===== src/rtl/spi_flash_responder.sv =====
// SPI mode-0 flash read responder: decodes a read opcode plus 24-bit address and streams
// bytes from a byte store with a one-clk read latency, prefetching each next byte.
module spi_flash_responder #(
    parameter int unsigned SYNC_STAGES = 2,
    parameter logic [7:0]  READ_CMD    = 8'h03
) (
    input  logic        clk,
    input  logic        resetn,
    input  logic        CLK,
    input  logic        CS_N,
    input  logic        MOSI,
    output logic        MISO,
    output logic [23:0] mem_addr,
    output logic        mem_rd,
    input  logic [7:0]  mem_rdata,
    output logic        busy
);

    typedef enum logic [2:0] {
        StIdle,
        StCmd,
        StAddr,
        StData,
        StIgnore
    } state_e;

    localparam logic [2:0] SettleCnt = 3'(SYNC_STAGES + 1);

    logic [SYNC_STAGES-1:0] sck_sync_q;
    logic [SYNC_STAGES-1:0] cs_sync_q;
    logic [SYNC_STAGES-1:0] mosi_sync_q;
    logic                   sck_d_q;
    logic                   cs_d_q;
    logic [2:0]             settle_q;

    logic sck_s;
    logic cs_s;
    logic mosi_s;
    logic sck_rise;
    logic sck_fall;
    logic cs_rise;
    logic cs_fall;
    logic settled;

    state_e      state_q, state_d;
    logic [2:0]  bit_cnt_q, bit_cnt_d;
    logic [1:0]  byte_cnt_q, byte_cnt_d;
    logic [23:0] shift_q, shift_d;
    logic [23:0] shift_in;
    logic [7:0]  tx_q, tx_d;
    logic        miso_q, miso_d;
    logic [23:0] mem_addr_q, mem_addr_d;
    logic        mem_rd_q, mem_rd_d;
    logic        fetch_pend_q, fetch_pend_d;

    always_ff @(posedge clk or negedge resetn) begin
        if (!resetn) begin
            sck_sync_q  <= '0;
            cs_sync_q   <= '1;
            mosi_sync_q <= '0;
            sck_d_q     <= 1'b0;
            cs_d_q      <= 1'b1;
            settle_q    <= 3'd0;
        end else begin
            sck_sync_q  <= {sck_sync_q[SYNC_STAGES-2:0], CLK};
            cs_sync_q   <= {cs_sync_q[SYNC_STAGES-2:0], CS_N};
            mosi_sync_q <= {mosi_sync_q[SYNC_STAGES-2:0], MOSI};
            sck_d_q     <= sck_s;
            cs_d_q      <= cs_s;
            if (settle_q != SettleCnt) begin
                settle_q <= settle_q + 3'd1;
            end
        end
    end

    assign sck_s  = sck_sync_q[SYNC_STAGES-1];
    assign cs_s   = cs_sync_q[SYNC_STAGES-1];
    assign mosi_s = mosi_sync_q[SYNC_STAGES-1];

    // The chain holds reset values until refilled; a CS_N held low through reset is not a fall.
    assign settled  = (settle_q == SettleCnt);
    assign sck_rise = sck_s & ~sck_d_q;
    assign sck_fall = ~sck_s & sck_d_q;
    assign cs_rise  = cs_s & ~cs_d_q;
    assign cs_fall  = ~cs_s & cs_d_q & settled;
    assign shift_in = {shift_q[22:0], mosi_s};

    always_comb begin
        state_d      = state_q;
        bit_cnt_d    = bit_cnt_q;
        byte_cnt_d   = byte_cnt_q;
        shift_d      = shift_q;
        tx_d         = tx_q;
        miso_d       = miso_q;
        mem_addr_d   = mem_addr_q;
        mem_rd_d     = 1'b0;
        fetch_pend_d = mem_rd_q;

        if (fetch_pend_q) begin
            tx_d = mem_rdata;
        end

        if (cs_rise) begin
            // Deselect beats any SCK edge seen in the same clk and drops an in-flight fetch.
            state_d      = StIdle;
            miso_d       = 1'b0;
            fetch_pend_d = 1'b0;
            tx_d         = tx_q;
        end else begin
            unique case (state_q)
                StIdle: begin
                    miso_d = 1'b0;
                    if (cs_fall) begin
                        state_d    = StCmd;
                        bit_cnt_d  = 3'd0;
                        byte_cnt_d = 2'd0;
                    end
                end
                StCmd: begin
                    miso_d = 1'b0;
                    if (sck_rise) begin
                        shift_d   = shift_in;
                        bit_cnt_d = bit_cnt_q + 3'd1;
                        if (bit_cnt_q == 3'd7) begin
                            state_d = (shift_in[7:0] == READ_CMD) ? StAddr : StIgnore;
                        end
                    end
                end
                StAddr: begin
                    miso_d = 1'b0;
                    if (sck_rise) begin
                        shift_d   = shift_in;
                        bit_cnt_d = bit_cnt_q + 3'd1;
                        if (bit_cnt_q == 3'd7) begin
                            byte_cnt_d = byte_cnt_q + 2'd1;
                            if (byte_cnt_q == 2'd2) begin
                                byte_cnt_d = 2'd0;
                                mem_addr_d = shift_in;
                                mem_rd_d   = 1'b1;
                                state_d    = StData;
                            end
                        end
                    end
                end
                StData: begin
                    if (sck_fall) begin
                        miso_d = tx_q[7];
                        tx_d   = {tx_q[6:0], 1'b0};
                    end else if (sck_rise) begin
                        bit_cnt_d = bit_cnt_q + 3'd1;
                        // Bit 0 of the byte just went out: fetch the next one ahead of its bit 7.
                        if (bit_cnt_q == 3'd7) begin
                            mem_addr_d = mem_addr_q + 24'd1;
                            mem_rd_d   = 1'b1;
                        end
                    end
                end
                StIgnore: begin
                    miso_d = 1'b0;
                end
                default: begin
                    state_d = StIdle;
                    miso_d  = 1'b0;
                end
            endcase
        end
    end

    always_ff @(posedge clk or negedge resetn) begin
        if (!resetn) begin
            state_q      <= StIdle;
            bit_cnt_q    <= 3'd0;
            byte_cnt_q   <= 2'd0;
            shift_q      <= 24'd0;
            tx_q         <= 8'd0;
            miso_q       <= 1'b0;
            mem_addr_q   <= 24'd0;
            mem_rd_q     <= 1'b0;
            fetch_pend_q <= 1'b0;
        end else begin
            state_q      <= state_d;
            bit_cnt_q    <= bit_cnt_d;
            byte_cnt_q   <= byte_cnt_d;
            shift_q      <= shift_d;
            tx_q         <= tx_d;
            miso_q       <= miso_d;
            mem_addr_q   <= mem_addr_d;
            mem_rd_q     <= mem_rd_d;
            fetch_pend_q <= fetch_pend_d;
        end
    end

    assign MISO     = miso_q;
    assign mem_addr = mem_addr_q;
    assign mem_rd   = mem_rd_q;
    assign busy     = (state_q != StIdle);

endmodule


===== config.mk =====
export PLATFORM = sky130hd
export DESIGN_NAME = spi_flash_responder
export DESIGN_NICKNAME = d
export VERILOG_FILES = /design/src/rtl/spi_flash_responder.sv
export SDC_FILE = /design/constraint.sdc
export NUM_CORES = 1
export LEC_CHECK = 0
export ABC_AREA = 1
export BUFFER_PORTS_ARGS = -buffer_cell sky130_fd_sc_hd__buf_2
export CAP_MARGIN = 10
export CORE_AREA = 2 2 104 106
export DETAILED_ROUTE_END_ITERATION = 12
export DIE_AREA = 0 0 106 108
export PLACE_DENSITY_LB_ADDON = 0.1
export SYNTH_ARGS = -nofsm -noshare
export SYNTH_HDL_FRONTEND = slang
export SYNTH_SLANG_ARGS = --single-unit

===== constraint.sdc =====
create_clock -name clk -period 3.15 [get_ports clk]
set_input_delay 0 -clock clk [delete_from_list [all_inputs] [get_ports clk]]
set_output_delay 0 -clock clk [all_outputs]
set_load 0.02 [all_outputs]

=== After elaboration in Yosys (flattened, before gate mapping) ===
Index checks and enable logic that the tools add are counted.

* Register bits: 77
* Output and inout port bits: 27
* Word-level logic and storage cells: 105

* Muxes and demuxes: 40
* Eq/ne operators: 24
* Reduce and logical (&&, ||, !) cells: 12
* Bitwise gates (word level): 10
* Add/sub/neg operators: 4

{| class="wikitable"
|+ Operators by type and width
! operator !! count
|-
| two-way mux 24 bit || 6
|-
| case mux 24 bit (2 select lines) || 1
|-
| two-way mux 3 bit || 11
|-
| adder 24 x 1 -> 24 bit, second input constant || 1
|-
| two-way mux 8 bit || 3
|-
| != test 3 bit, second input constant || 7
|-
| != test 2 bit, second input constant || 7
|-
| case mux 3 bit (4 select lines) || 1
|-
| two-way mux 1 bit || 11
|-
| == test 3 x 2 -> 1 bit, second input constant || 3
|-
| case mux 3 bit (3 select lines) || 1
|-
| == test 8 x 2 -> 1 bit, second input constant || 1
|-
| two-way mux 2 bit || 4
|-
| AND reduction 8 bit || 1
|-
| AND reduction 7 bit || 1
|-
| adder 3 x 1 -> 3 bit, second input constant || 2
|-
| == test 3 bit, second input constant || 2
|-
| nonzero test 3 bit || 2
|-
| AND 1 bit || 5
|-
| inverter 1 bit || 5
|-
| AND reduction 5 bit || 1
|-
| case mux 2 bit (2 select lines) || 1
|-
| AND reduction 4 bit || 1
|-
| nonzero test 2 bit || 2
|-
| other kinds (9) || 10
|}

=== Depth between registers and ports, before layout ===
Gate-level depths: netlist of run 1.

* Depth after elaboration: 6
* Depth in mapped cells: 10

=== Least setup slack after synthesis of run 1 ===
No wires, ideal clock.

* Path kind: register to register
* From: reg mem_addr_q[0], in the netlist mem_addr[0]
* To: reg mem_addr_q[20], in the netlist mem_addr[20]
* Slack: 1.626 ns
* Cell stages (with the launch flop): 11
* Path buffers: 0
* Required time: 3.033 ns
* Period minus slack after synthesis: 1.524 ns
* Arrival: 1.407 ns
* Setup time: 0.117 ns
* Cells stage by stage: dfrtp_1 ha_1 nand2_1 nor2_1 nand2_1 nor2_1 nand2_1 nand2_1 nand3_1 nand2_1 nand2_1

* Word-level cells in the longest chain between the ends: 5

{| class="wikitable"
|+ Ends and longest elaborated chain
! item !! RTL line !! source
|-
| from (decl) || 52 || <nowiki>logic [23:0] mem_addr_q, mem_addr_d;</nowiki>
|-
| from (signal assigned) || 187 || <nowiki>mem_addr_q <= mem_addr_d;</nowiki>
|-
| adder 24 x 1 -> 24 bit || 153 || <nowiki>mem_addr_d = mem_addr_q + 24'd1;</nowiki>
|-
| two-way mux 24 bit || 152 || <nowiki>if (bit_cnt_q == 3'd7) begin</nowiki>
|-
| two-way mux 24 bit || 149 || <nowiki>end else if (sck_rise) begin</nowiki>
|-
| two-way mux 24 bit || 146 || <nowiki>if (sck_fall) begin</nowiki>
|-
| case mux 24 bit (2 select lines) || 110 || <nowiki>unique case (state_q)</nowiki>
|}

Every way passes these cells. The select of a mux whose other input is x is not followed.
A chain may end at the register's enable or synchronous reset.

=== Final worst setup path of run 1 ===
* From: reg state_q[2]
* To: reg mem_addr_q[7], in the netlist mem_addr[7]

* Word-level cells in the longest chain between the ends: 3

{| class="wikitable"
|+ Ends and longest elaborated chain
! item !! RTL line !! source
|-
| from (decl) || 45 || <nowiki>state_e state_q, state_d;</nowiki>
|-
| from (signal assigned) || 171 || <nowiki>state_q <= StIdle;</nowiki>
|-
| from (signal assigned) || 181 || <nowiki>state_q <= state_d;</nowiki>
|-
| == test 3 x 2 -> 1 bit || 110 ||
|-
| != test 2 bit (no source line) / nonzero test 2 bit (equally long branches) || n/a ||
|-
| AND reduction 8 bit (no source line) || n/a ||
|}

Parallel ways exist; a longest one is shown, timed or not.

==> impl_results.md, run 1 <==
- DP HPWL: 6618 um
- Worst vdd ir: 0.2018 mV
- Most common cell after layout, fill and taps aside: nand2_1
- H-tree depth: 3
- Slew headroom: 0.3491
- Grt ovf: 0
- Sequential element share of the synthesized area: 0.4807
- Port bufs: 39
- Net count, final: 587
- Worst Reg-to-Reg Cells: 8
- Pin count of the biggest net entering global routing: 78
- Endpoints failing setup: 0
- Leak: 2.143 nW
- Worst r2r dst: mem_addr[7]
- Post-CTS sizing: 0
- Root Buffer: clkbuf_8
- CTS tree: built
- R2r setup slk: between 1 and 1.5 ns
- #FFs+latches synth: 77
- Postcts setup bufs: 0
- Clock buffer depth: 2
- Hold Path Stages: 5
- Routed length on met2: 4556 um
- Area grow syn2layout: 13.36%
- WL/cell: 13.11 um
- Via/cell ratio: 4.855
- Final WL: 9305 um
- CP Class: reg2reg
- Synth Warn #: 0
- Row cnt: 37
- Starting Density: 0.3926
- Period utilisation layout: 0.6354
- CP max FO: 35
- I/O Pins: 40
- Syn_nets: 547
- Clock-pin slew of the registers on the worst-case setup and hold paths: 0.08 ns
- Antenna violations before repair: 0
- Max-cap violations: 0
- Max Freq: approximately 500 MHz
- GRT Util Overall: 0.1737
- Outcome: completed
- Most frequent cells in the layout: 152 x nand2_1, 74 x dfrtp_1, 64 x inv_1, 51 x nor2_1, 43 x o21ai_0
- Final Skew: 0.01013 ns
- Hold Startpoint: mem_rdata[7]
- Worst Max-Slew Pin Slew: approximately 1 ns
- Placed cell count: 689
- Drt pass-1 iters: 4
- Total CTS buffers: 9
- Hold_ws: around 0.042 ns
- Fin crit period: roughly 2.0 ns
- Vias in the first global route: 3229
- Sink Count: 77
- N_diodes: 0
- Clk Latency, worst-skew pair: 0.35 ns
- Chip height: roughly 110 um
- Top routing layer used: met4
- DRT met1 WL: approximately 4300 um
- Met3 routed WL: 288 um
- Setup TNS: 0 ns
- CP startpoint kind: flop
- Iteration-0 DRC Markers: 160
- Tightest Hold Check Type: in2reg
- Pwr Density: 541.4 mW/mm^2
- Crit path DAT: 2.22 ns
- Fillers: 1083
- Via Count: 3447
- Setup WS pre-CTS: 1.144 ns
- Avg Inst Size Synth: 7.592 sq um
- Synthesized cell area: 0.004016 sq mm
- Layout cells sized above 1: 0.1272
- Syn Inst Count: 529
- Final ANT Viol Nets: 0
- First-pass GRT wire length: 15560 um
- RR Startpoint: state_q[2]
- Element type at the critical path end: flop
- Horiz. Die Dim: 106 um
- Post-synth cell types: 31
- Final Hold Violating Endpoints: 0
- RSZ-0062 raised after global routing: false
- CORE AREA: 0.01023 sq mm
- Final WS setup: ~1.1 ns
- Final Max Slew Viols: 0
- Post-route insts no fill: 710
- Gpl congestion: 0.8054
- DRC viols: 0
- Die footprint: 0.01145 sq mm
- Min-Delay Endpoint: tx_q[7]
- Hold_buf cts: 5
- WP data required: 3.37 ns
cell usage after synthesis:
cell | n | area, sq um
dfrtp_1 | 74 | 1852
o21ai_0 | 43 | 215.2
nor3_1 | 4 | 20.02
clkbuf_1 | 3 | 11.26
nor2_4 | 1 | 11.26
ha_1 | 5 | 62.56
or2_2 | 1 | 6.260
xnor2_1 | 2 | 17.52
nor2_2 | 4 | 25.02
buf_6 | 5 | 56.30
o21ai_1 | 10 | 50.05
nand2_2 | 1 | 6.260
nand3_4 | 2 | 35.03
nand2_4 | 1 | 11.26
nand3b_1 | 3 | 22.52
nand2_1 | 152 | 570.6
mux2_2 | 1 | 11.26
inv_1 | 64 | 240.2
dfstp_2 | 3 | 78.83
o211ai_1 | 2 | 15.01
inv_2 | 2 | 7.510
a21oi_1 | 41 | 205.2
nand3_1 | 34 | 170.2
o21ai_2 | 1 | 8.760
o21bai_1 | 2 | 15.01
a31oi_1 | 1 | 6.260
inv_4 | 1 | 6.260
buf_2 | 6 | 30.03
nor2_1 | 51 | 191.4
buf_4 | 1 | 7.510
nand4_1 | 8 | 50.05
worst max-delay path by stage:
stage	slack (ns)	startpoint	end
finish	1.15	state_q[2]	mem_addr[7]
CTS	1.15	state_q[2]	bit_cnt_q[1]
global route	0.90	state_q[2]	bit_cnt_q[1]
detailed placement	1.14	state_q[2]	bit_cnt_q[1]
floorplan	1.63	mem_addr[0]	mem_addr[20]
global placement	1.19	state_q[2]	mem_addr[7]
kinds of logic after synthesis:
| kind of cell | after synthesis | synth area share |
|---|---|---|
| fa+ha+maj | 5 | 0.01558 |
| xor+xnor | 2 | 0.004362 |
| flops | 77 | 0.4807 |
| simple gates | 262 | 0.2788 |
| compound gates | 100 | 0.1284 |
| buf+inv | 82 | 0.08941 |
| mux | 1 | 0.002804 |
critical path: stages (launching register included):
cell and delay, ns:
dfrtp_1 0.45, inv_2 0.13, nand3_4 0.31, o21ai_2 0.19, nand2_4 0.25, inv_4 0.25, o21ai_0 0.13, nand2_1 0.07
o21ai_0 0.07
report_power, final:
group / switching (mW) / internal [mW]
clock network: 0.371 / 0.467
logic: 0.316 / 0.150
registers: 0.0699 / 1.09
total: 0.757 / 1.71
final cells by class:
type                    instances  area (sq um)  area share
flip-flops and latches         77          1931      0.4240
multi-input cells             370          1727      0.3792
inverters                      67         254.0     0.05578
repair buffers                 44         247.7     0.05441
well taps                     136         170.2     0.03737
clock buffers                  10         137.6     0.03023
clock inverters                 6         86.33     0.01896
stage by stage:
step                utilization  power [mW]  instance area, sq um
floorplan                     -       1.522                  4016
finish                   0.4450       2.465                  4553
CTS                      0.4450       2.497                  4553
global route             0.4450       2.624                  4553
detailed placement       0.4182       1.649                  4279
global placement         0.4182       1.640                  4279
flip-flops by register name, indices dropped and copies added (netlist names), 3 cells and up:
signal / flops
bit_cnt_q: 3
settle_q: 3
mem_addr: 24
state_q: 3
tx_q: 8
shift_q: 23
routing by layer:
metal,track usage,vias to the layer above
met5,0,-
met4,0.06391,0
met3,0.02471,11
met2,0.3023,69
met1,0.2215,1599
li1,-,1768
Note: power is estimated with default switching activity, not from simulation.
==> inputs of run 2 (changes only) <==
Settings changed: ABC_AREA 1 to 0, CORE_AREA 2 2 104 106 to 2 2 101 103, DIE_AREA 0 0 106 108 to 0 0 103 105.
Clock period 3.15 ns to 1.85 ns, I/O delays scaled along.
==> run 2 against run 1 <==
  * Power increased by 32%
  * Sequential power up 57%
  * Sequential share of layout area down 1.8 points
  * Clock power rose by 36%
  * Final cell count is 20% lower
  * Worst hold slack lost 0.020 ns
  * Cell area rose by 4.4%
  * Global-route usage increased by 1.4 points
  * Largest cell class unchanged
==> impl_results.md, run 2 <==
- Outcome: completed
- GRT Util Overall: 0.1881 (+0.01433)
- CTS tree: built
- Placed inst area: 0.004387 sq mm (+2.5%)
- Placed cell count: 536 (-22%)
- Most instantiated cells after synthesis: 74 x dfrtp_1, 24 x mux2_2, 18 x nand3_1
- Syn_nets: 368 (-33%)
- Element type at the critical path end: flop
- CP max FO: 4 (-89%)
- Horiz. Die Dim: 103 um (-2.8%)
- Clk Latency, worst-skew pair: 0.37 ns (+0.02 ns)
- Grt ovf: 0 (unchanged)
- Max reg flops: 24 (unchanged)
- H-tree depth: 3 (unchanged)
- First-pass GRT wire length: 15750 um (+1.2%)
- Row cnt: 36 (-2.7%)
- Area grow syn2layout: 23.71%
- Post-synth EDFFs: 0 (unchanged)
- Synthesized cell area: 0.003841 sq mm (-4.4%)
- Starting Density: 0.3985 (+0.005930)
- Clock-pin slew of the registers on the worst-case setup and hold paths: 0.07 ns (about the same)
- Chip height: 105 um (-2.8%)
- DP HPWL: 6536 um (-1.2%)
- Syn Inst Count: 350 (-34%)
- Yosys top cell area share: 0.4821 (+0.02103)
- Setup TNS: 0 ns (unchanged)
- Cell with the most instances after synthesis: dfrtp_1
- Final Max Slew Viols: 0 (unchanged)
- WP data required: 2.09 ns (-1.28 ns)
- Die footprint: 0.01082 sq mm (-5.5%)
- Gpl congestion: 0.8077 (+0.29%)
- Async SR Flop Fraction: 1.000 (unchanged)
- Crit path DAT: 2.06 ns (-0.16 ns)
- Max-cap violations: 0 (unchanged)
- Root Buffer: clkbuf_8
- Top post-synthesis cells by area: dfrtp_1 48%, mux2_2 7.0%, a2bb2oi_1 3.0%
- Pwr Density: 685.3 mW/mm^2 (+27%)
- Port bufs: 39 (unchanged)
- Layout cells sized above 1: 0.3164 (+0.1892)
- Period utilisation layout: 0.9791 (+0.3437)
- Most common cell after layout, fill and taps aside: dfrtp_1
- R2r setup slk: 0.04 ns (-1.11 ns)
- Post-synth cell types: 59 (+90%)
- Via/cell ratio: 5.463 (+13%)
- Via Count: 3092 (-10%)
- Clock buffer depth: 2 (unchanged)
- Pin count of the biggest net entering global routing: 53 (-32%)
- Top_reg_cell synth: dfrtp_1
- CORE AREA: 0.009639 sq mm (-5.8%)
- Drt pass-1 iters: 4 (unchanged)
- Final WL: 9380 um (+0.81%)
- RSZ-0062 raised after global routing: true
- WL/cell: 16.57 um (+26%)
- Vias in the first global route: 3152 (-2.4%)
- Final Hold Violating Endpoints: 0 (unchanged)
- Synth Warn #: 0 (unchanged)
- Worst vdd ir: 0.3599 mV (+78%)
- CP Class: reg2reg
- Core Util, Final: 0.4930 (+0.04796)
- Max Freq: 552.1 MHz (+11%)
- Antenna violations before repair: 0 (unchanged)
- Leak: 2.196 nW (+2.5%)
- Total CTS buffers: 9 (unchanged)
- I/O Pins: 40 (unchanged)
- Worst Max-Slew Pin Slew: 0.6761 ns (-0.3003 ns)
- Final ANT Viol Nets: 0 (unchanged)
- CP startpoint kind: flop
- Endpoints failing setup: 0 (unchanged)
- Post-route insts no fill: 566 (-20%)
- Tightest Hold Check Type: in2reg
- Net count, final: 446 (-24%)
- Avg Inst Size Synth: 10.97 sq um (+45%)
- Iteration-0 DRC Markers: 89 (-44%)
- Fin crit period: 1.811 ns (-0.1903 ns)
- DRC viols: 0 (unchanged)
- Most frequent cells in the layout: 74 x dfrtp_1, 38 x buf_2, 35 x buf_4, 24 x mux2_2, 18 x nand3_1
- Sink Count: 77 (unchanged)
- Slew headroom: 0.5493 (+0.2002)
- Area leader, netlist: dfrtp_1
- Final Cell Area: 0.004752 sq mm (+4.4%)
- N_diodes: 0 (unchanged)
- Tot Pwr: 3.257 mW (+32%)
- Sequential element share of the synthesized area: 0.5026 (+0.02192)
- #FFs+latches synth: 77 (unchanged)
- Final Skew: 0.01331 ns (+0.003187 ns)
## run 2: cell types whose count changed after synthesis, sizes merged, moves of 7 or more
cell,previous run,this run
a21oi,41,15
a2bb2oi,0,13
and2,0,7
clkbuf,3,10
inv,67,10
mux2,1,25
mux2i,0,9
nand2,154,17
nand2b,0,7
nand3,36,18
nor2,56,10
o21ai,54,15
o22ai,0,14
## run 2: through the flow
| stage | worst slack [ns] | hold WS (ns) |
|---|---|---|
| after floorplan | 0.01983 | -0.2956 |
| after global placement | 0.07622 | 0.08290 |
| after detailed placement | -0.007186 | 0.08397 |
| after CTS | 0.0004221 | 0.006272 |
| after global routing | -0.04216 | 0.05765 |
| final | 0.03865 | 0.02219 |
## run 2: cell families after synthesis
kind of cell	count (synthesis)	share of synthesized area
buf+inv	33	0.04202
mux	34	0.09674
flops	77	0.5026
compound gates	90	0.1674
simple gates	109	0.1704
xor+xnor	2	0.004561
fa+ha+maj	5	0.01629
## run 2: final timing paths
kind	start	endpoint	cells past startpoint
hold / removal	mem_rdata[6]	tx_q[6]	3
max in group asynchronous	resetn	shift_q[11]	3
hold reg to reg	sck_sync_q[0]	sck_sync_q[1]	0
setup / recovery	bit_cnt_q[0]	mem_addr[19]	8
min in group asynchronous	resetn	tx_q[3]	2
setup reg to reg	bit_cnt_q[0]	mem_addr[19]	8
## run 2: what timing repair did
item / 4_1_cts / 5_1_grt
hold endpoints to repair: 56 / 0
setup buffers: 3 / 0
pin swaps: 1 / 3
gates resized for setup: 2 / 17
setup endpoints to repair: 1 / 18
hold buffers: 11 / 0
## run 2: worst max-delay path, stage by stage (launching register included)
cell	delay [ns]
dfrtp_1	0.39
ha_2	0.20
ha_4	0.15
and3b_2	0.23
o2111ai_4	0.13
inv_4	0.09
buf_4	0.14
mux2i_1	0.11
a311o_1	0.26
## run 2: per-layer routing
layer	vias to the layer above	track usage	part of all wire
met5	-	0	0
met4	0	0.07895	0.019
met3	12	0.02676	0.033
met2	57	0.2936	0.47
met1	1537	0.2593	0.48
li1	1486	-	-
## run 2: cell type report
cell class                      count  area, sq um
Timing Repair Buffer               90        665.6
Clock inverter                      2        10.01
Multi-Input combinational cell    240         1787
Clock buffer                       14        152.6
Tap cell                          133        166.4
Sequential cell                    77         1931
Inverter                           10        40.04
Fill cell                         935         4887
## run 2: power breakdown
part | total, mW | switching [mW] | internal [mW]
sequential | 1.82 | 0.0727 | 1.75
clock | 1.14 | 0.616 | 0.523
combinational | 0.294 | 0.141 | 0.152
